File: src/rtl/lif_spike_rate_decoder.sv
// Purpose: count rising edges per spike channel over a programmable window and snapshot the counts.
// Latency: snapshot, sat flags and frame_id update on the window-end edge; frame_valid pulses the next cycle.
// Backpressure: none; ena low freezes all state, clear restarts the current window without a frame.
module lif_spike_rate_decoder #(
    parameter int N_CH  = 8,
    parameter int CNT_W = 8,
    parameter int WIN_W = 16,
    parameter int SEL_W = (N_CH > 1) ? $clog2(N_CH) : 1
) (
    input  logic             clk,
    input  logic             rst_n,
    input  logic             ena,
    input  logic [N_CH-1:0]  spike_in,
    input  logic [WIN_W-1:0] win_len,
    input  logic             clear,
    input  logic [SEL_W-1:0] rd_sel,
    output logic [CNT_W-1:0] rd_count,
    output logic             rd_sat,
    output logic             frame_valid,
    output logic [7:0]       frame_id
);

    localparam logic [CNT_W-1:0] CNT_MAX = '1;
    localparam logic [CNT_W-1:0] CNT_ONE = CNT_W'(1);
    localparam logic [WIN_W-1:0] LEN_ONE = WIN_W'(1);
    localparam int               N_TAB   = 2 ** SEL_W;

    logic [WIN_W-1:0] timer;
    logic [WIN_W-1:0] len_q;
    logic [WIN_W-1:0] eff_len;
    logic             win_end;
    logic [N_CH-1:0]  prev;
    logic [N_CH-1:0]  edge_det;

    logic [CNT_W-1:0] live_cnt [N_CH];
    logic [CNT_W-1:0] nxt_cnt  [N_CH];
    logic [CNT_W-1:0] snap_cnt [N_CH];
    logic [N_CH-1:0]  live_sat;
    logic [N_CH-1:0]  nxt_sat;
    logic [N_CH-1:0]  snap_sat;

    logic [CNT_W-1:0] rd_tab [N_TAB];
    logic [N_TAB-1:0] sat_tab;

    // A spike is a 0->1 transition against the previous enabled sample.
    assign edge_det = spike_in & ~prev;

    // Window length comes straight from win_len on the first cycle of a window (0 means 1), else from the latch.
    always_comb begin
        eff_len = (timer == '0) ? win_len : len_q;
        if (eff_len == '0) begin
            eff_len = LEN_ONE;
        end
        win_end = (timer == (eff_len - LEN_ONE));
    end

    // Saturating increment; an edge arriving at full scale is dropped and flagged.
    always_comb begin
        nxt_sat = live_sat;
        for (int i = 0; i < N_CH; i++) begin
            nxt_cnt[i] = live_cnt[i];
            if (edge_det[i]) begin
                if (live_cnt[i] == CNT_MAX) begin
                    nxt_sat[i] = 1'b1;
                end else begin
                    nxt_cnt[i] = live_cnt[i] + CNT_ONE;
                end
            end
        end
    end

    // Window timer, length latch, edge history and frame bookkeeping.
    always_ff @(posedge clk or negedge rst_n) begin
        if (!rst_n) begin
            timer       <= '0;
            len_q       <= '0;
            prev        <= '0;
            frame_id    <= '0;
            frame_valid <= 1'b0;
        end else begin
            frame_valid <= ena & ~clear & win_end;
            if (ena) begin
                if (clear) begin
                    timer <= '0;
                    prev  <= '0;
                end else begin
                    prev <= spike_in;
                    if (timer == '0) begin
                        len_q <= eff_len;
                    end
                    if (win_end) begin
                        timer    <= '0;
                        frame_id <= frame_id + 8'd1;
                    end else begin
                        timer <= timer + LEN_ONE;
                    end
                end
            end
        end
    end

    // Live counters restart at window end or clear; snapshots capture the closing window including its last cycle.
    always_ff @(posedge clk or negedge rst_n) begin
        if (!rst_n) begin
            for (int i = 0; i < N_CH; i++) begin
                live_cnt[i] <= '0;
                snap_cnt[i] <= '0;
            end
            live_sat <= '0;
            snap_sat <= '0;
        end else if (ena) begin
            if (clear) begin
                for (int i = 0; i < N_CH; i++) begin
                    live_cnt[i] <= '0;
                end
                live_sat <= '0;
            end else if (win_end) begin
                for (int i = 0; i < N_CH; i++) begin
                    snap_cnt[i] <= nxt_cnt[i];
                    live_cnt[i] <= '0;
                end
                snap_sat <= nxt_sat;
                live_sat <= '0;
            end else begin
                for (int i = 0; i < N_CH; i++) begin
                    live_cnt[i] <= nxt_cnt[i];
                end
                live_sat <= nxt_sat;
            end
        end
    end

    // Readout table padded to a power of two so unused selects read as zero.
    for (genvar g = 0; g < N_TAB; g++) begin : g_rd
        if (g < N_CH) begin : g_ch
            assign rd_tab[g]  = snap_cnt[g];
            assign sat_tab[g] = snap_sat[g];
        end else begin : g_pad
            assign rd_tab[g]  = '0;
            assign sat_tab[g] = 1'b0;
        end
    end

    assign rd_count = rd_tab[rd_sel];
    assign rd_sat   = sat_tab[rd_sel];

endmodule

File: config.mk
export PLATFORM = sky130hd
export DESIGN_NAME = lif_spike_rate_decoder
export DESIGN_NICKNAME = d
export VERILOG_FILES = /design/src/rtl/lif_spike_rate_decoder.sv
export SDC_FILE = /design/constraint.sdc
export NUM_CORES = 1
export LEC_CHECK = 0
export BUFFER_PORTS_ARGS = -buffer_cell sky130_fd_sc_hd__buf_2
export CAP_MARGIN = 40
export CORE_MARGIN = 2
export CORE_UTILIZATION = 55
export CTS_BUF_LIST = sky130_fd_sc_hd__clkbuf_4 sky130_fd_sc_hd__clkbuf_8
export CTS_CLUSTER_DIAMETER = 80
export CTS_CLUSTER_SIZE = 30
export DETAILED_ROUTE_END_ITERATION = 10
export PLACE_DENSITY = 0.72
export SYNTH_ARGS = -nofsm -noshare
export SYNTH_HDL_FRONTEND = slang
export SYNTH_SLANG_ARGS = --single-unit
File: constraint.sdc
create_clock -name clk -period 5.9 [get_ports clk]
set_input_delay 1.18 -clock clk [delete_from_list [all_inputs] [get_ports clk]]
set_output_delay 1.18 -clock clk [all_outputs]
set_load 0.02 [all_outputs]
==> qor.log <==
INFO  yosys          synth_top_cell_by_area=dfrtp_1
INFO  clock_network  ctsRootBufferMaster=clkbuf_8
INFO  placed_design  place_ws=0.0783ns
INFO  critical_path  cpPeakStageDelay=0.60ns
INFO  yosys          netlist_instances=1183
INFO  placed_design  hpwl=18800um
INFO  timing         timing_hold_violations_final=0
INFO  floorplan      fp.dieW=146um
INFO  worst_hold_path hold_path.class=register to register
INFO  critical_path  path_class=register to register
INFO  timing         rsz_0062_raised_after_global_routing=false
INFO  power_and_ir_drop switching_share=0.345
INFO  floorplan      rows=52
INFO  critical_path  cp_top_family=simple AND/OR/NAND/NOR gates
INFO  timing         timing.fmax=180MHz
INFO  final_layout   layout_cells_sized_above_1=0.146
INFO  route          drt_iter0_drc=635
INFO  route          detail_route.drc_violations=0
INFO  timing         tightestPinTransition=0.839ns
INFO  yosys          netlist_top_cells_area=dfrtp_1, nand2_1, o21ai_0
INFO  yosys          synth.top_cells.by_count=dfrtp_1, nand2_1, o21ai_0
INFO  final_layout   n_antenna_cell=0
INFO  clock_network  worstSkewPairLatency=0.48ns
INFO  timing         tns=0ns
INFO  timing         timing.final.crit_share=0.941
INFO  timing         slew_headroom=0.441
INFO  yosys          synth_largest_type_area_fraction=0.433
INFO  clock_network  cts_hold_buf=0
INFO  clock_network  cts.sinks=193
INFO  yosys          synth-seq-cells=193
INFO  floorplan      top_level_ports=49
INFO  final_layout   final_net_count=1243
INFO  yosys          mappedNetlistNets=1226
INFO  yosys          yosys_most_used_dff=dfrtp_1
INFO  power_and_ir_drop pwr-share-comb=0.253
INFO  yosys          synth_area_per_cell=9.43um^2
INFO  critical_path  worst_ep_required_time=6.22ns
INFO  global_routing globalRouteOverflowTotal=0
INFO  route          drtPass1Iterations=5
INFO  global_routing grt_max_degree=102
INFO  power_and_ir_drop pwr-share-seq=0.490
INFO  critical_path  slowest_stage=or4_1
INFO  yosys          seq_area_frac_synth=0.433
INFO  route          drt.antenna.violating_nets=0
INFO  power_and_ir_drop switching_power=1100uW
INFO  yosys          synth.distinct_cells=70
INFO  status         run_status=finished clean
INFO  clock_network  cts_max_path_buffers=2
INFO  critical_path  critical_path.max_fanout=21
INFO  power_and_ir_drop p_clk_frac=0.256
INFO  clock_network  maximum_level_of_the_cts_h_tree=4
INFO  yosys          synthArstFlopShare=1.00
INFO  critical_path  endpoint_class_of_the_critical_path=register
INFO  job            timing.max_cap.violations=0
INFO  critical_path  critPathArrivalTime=5.87ns
INFO  route          wirelength=27000um
INFO  route          drt-wirelength-per-cell=18.2um
INFO  route          vias_per_cell=6.13
INFO  global_routing grt_first_pass_wirelength=44500um
INFO  yosys          synth_top_family_by_area=simple AND/OR/NAND/NOR gates
INFO  critical_path  cp.buffers_inverters=2
INFO  clock_network  number_of_cts_inserted_buffers=17
INFO  floorplan      vertical_die_dimension=146um
INFO  timing         final.min_clock_period=5.55ns
INFO  yosys          netlist_area=0.0112mm^2
INFO  global_routing grt_util_all_layers=0.259
INFO  global_routing number_of_global_route_vias_before_repair=8493
INFO  yosys          synth_mux_area_frac=0.103
INFO  final_layout   fin_util=0.597
INFO  critical_path  cp_cell_sequence=inv_1, ha_1, nor4b_2, and4_1, mux2i_1, nor2_1, a21oi_1, ha_1, or3b_2, nor4_1, mux2i_1, a211o_1, o21a_1, or4_1, a211o_1, nand2_2, buf_4, o221ai_1
INFO  floorplan      die-area=0.0214mm^2
INFO  power_and_ir_drop power_report.internal_total=2090uW
INFO  timing         hold-worst-slack=0.476ns
INFO  global_routing grt_antenna_before_repair=0
INFO  power_and_ir_drop power_density=267mW/mm^2
INFO  timing         setup_viol=0
INFO  yosys          post_synth_and_or_nand_nor_area_fraction=0.191
INFO  yosys          synth-xor-area-share=0.0487
INFO  final_layout   syn_to_final_growth=7.25%
INFO  placed_design  buffer_ports.inserted=48
INFO  yosys          number_of_synthesized_flops_with_an_enable_pin=0
INFO  yosys          synth.yosys.warnings=0
INFO  timing         finalWorstSetupSlack=0.349ns
INFO  clock_network  clk_pin_slew=0.10ns
INFO  power_and_ir_drop vdd_drop_max=251uV
INFO  yosys          adder_cell_share_of_the_synthesized_area=0.0135
INFO  floorplan      fp.coreArea=0.0200mm^2
INFO  placed_design  routabilityCongestion=0.922
INFO  yosys          most_used_standard_cell_by_instance_count_after_synthesis=dfrtp_1
INFO  timing         number_of_pins_exceeding_their_max_slew_limit_in_the_final_report=0
INFO  power_and_ir_drop p_leak=0.00506uW
INFO  timing         setup_skew_after_layout=0.0215ns
INFO  floorplan      initial_util=0.557
INFO  yosys          synth_compound_area_frac=0.165
INFO  clock_network  tritoncts_clock_tree=done
INFO  critical_path  worst_setup_path_start_kind=register
INFO  route          via_count=9085
==> routing by layer <==
layer	vias to the layer above	global-route usage	part of all wire
met4	0	0.0539	0.010
li1	4339	-	-
met3	22	0.0434	0.051
met1	4477	0.378	0.47
met2	247	0.412	0.47
met5	-	0	0
==> per-stage QoR <==
stage          power (uW)  std cells  cell area [um^2]
6_report             3190       1482             12000
5_1_grt              3360       1482             12000
4_1_cts              3200       1482             12000
2_1_floorplan        2170       1183             11200
3_3_place_gp         2370       1451             11600
3_5_place_dp         2380       1451             11600
==> worst register-to-register path, cell delays in order (launching register included) <==
cell	delay (ns)
dfrtp_1	0.49
inv_1	0.18
ha_1	0.21
nor4b_2	0.31
and4_1	0.39
mux2i_1	0.28
nor2_1	0.11
a21oi_1	0.18
ha_1	0.22
or3b_2	0.55
nor4_1	0.31
mux2i_1	0.17
a211o_1	0.29
o21a_1	0.15
or4_1	0.61
a211o_1	0.40
nand2_2	0.11
buf_4	0.29
o221ai_1	0.18
==> path summary, 6_finish.rpt <==
check / from / end / slack (ns) / cells after the start
min: frame_id[7] / frame_id[7] / 0.48 / 1
max reg2reg: timer[0] / live_cnt[44] / 0.35 / 18
max: timer[0] / live_cnt[44] / 0.35 / 18
min reg2reg: frame_id[7] / frame_id[7] / 0.48 / 1
min in group asynchronous: rst_n / frame_id[5] / 0.75 / 1
max in group asynchronous: rst_n / len_q[15] / 3.91 / 2
==> power groups by stage <==
stage	Sequential [uW]	Combinational, uW	Clock, uW
6_report	1560	808	818
5_1_grt	1580	894	882
4_1_cts	1560	802	836
3_5_place_dp	1590	798	0
3_3_place_gp	1580	782	0
2_1_floorplan	1520	652	0
==> timing repair <==
action                                  CTS  global route
hold endpoints to repair                  0             0
endpoints found under the setup margin    0             1
resized for setup                         0             1
setup buffers                             0             0
==> logic make-up after synthesis <==
group           after synthesis
xor+xnor                     62
flops                       193
mux                          88
compound gates              283
simple gates                431
buf+inv                     114
fa+ha+maj                    12
==> final cells by class <==
type	count	area, um^2
Sequential cell	193	4830
Clock inverter	11	101
Inverter	41	154
Clock buffer	20	256
Fill cell	1746	8070
Timing Repair Buffer	71	447
Multi-Input combinational cell	876	5840
Tap cell	270	338
==> registers in the layout, indices dropped and copies added (netlist names) <==
name         cells
rd_tab          64
live_cnt        64
frame_valid      1
frame_id         8
sat_tab          8
len_q           16
timer           16
prev             8
live_sat         8
==> cells in the final DEF, fill, tap and decap left out, types with 5 or more instances in the layout <==
master     count
dfrtp_1      193
nand2_1      151
o21ai_0       87
nor2_1        82
buf_2         47
a21oi_1       43
inv_1         40
mux2i_1       33
xnor2_1       32
mux2_2        31
nor3_1        30
xor2_1        30
nand3_1       27
o2bb2ai_1     25
and3_1        24
nand4_1       21
buf_4         21
mux4_2        18
clkbuf_8      18
nor4_1        17
a31oi_1       17
o31ai_1       16
o22ai_1       16
nand2b_1      15
nor2b_1       14
ha_1          12
a32oi_1       11
o21ai_1       11
or3_1          8
a22o_1         8
or4_1          7
mux2_1         6
a211oi_1       5
inv_6          5
Power figures use the tool's default switching activity.
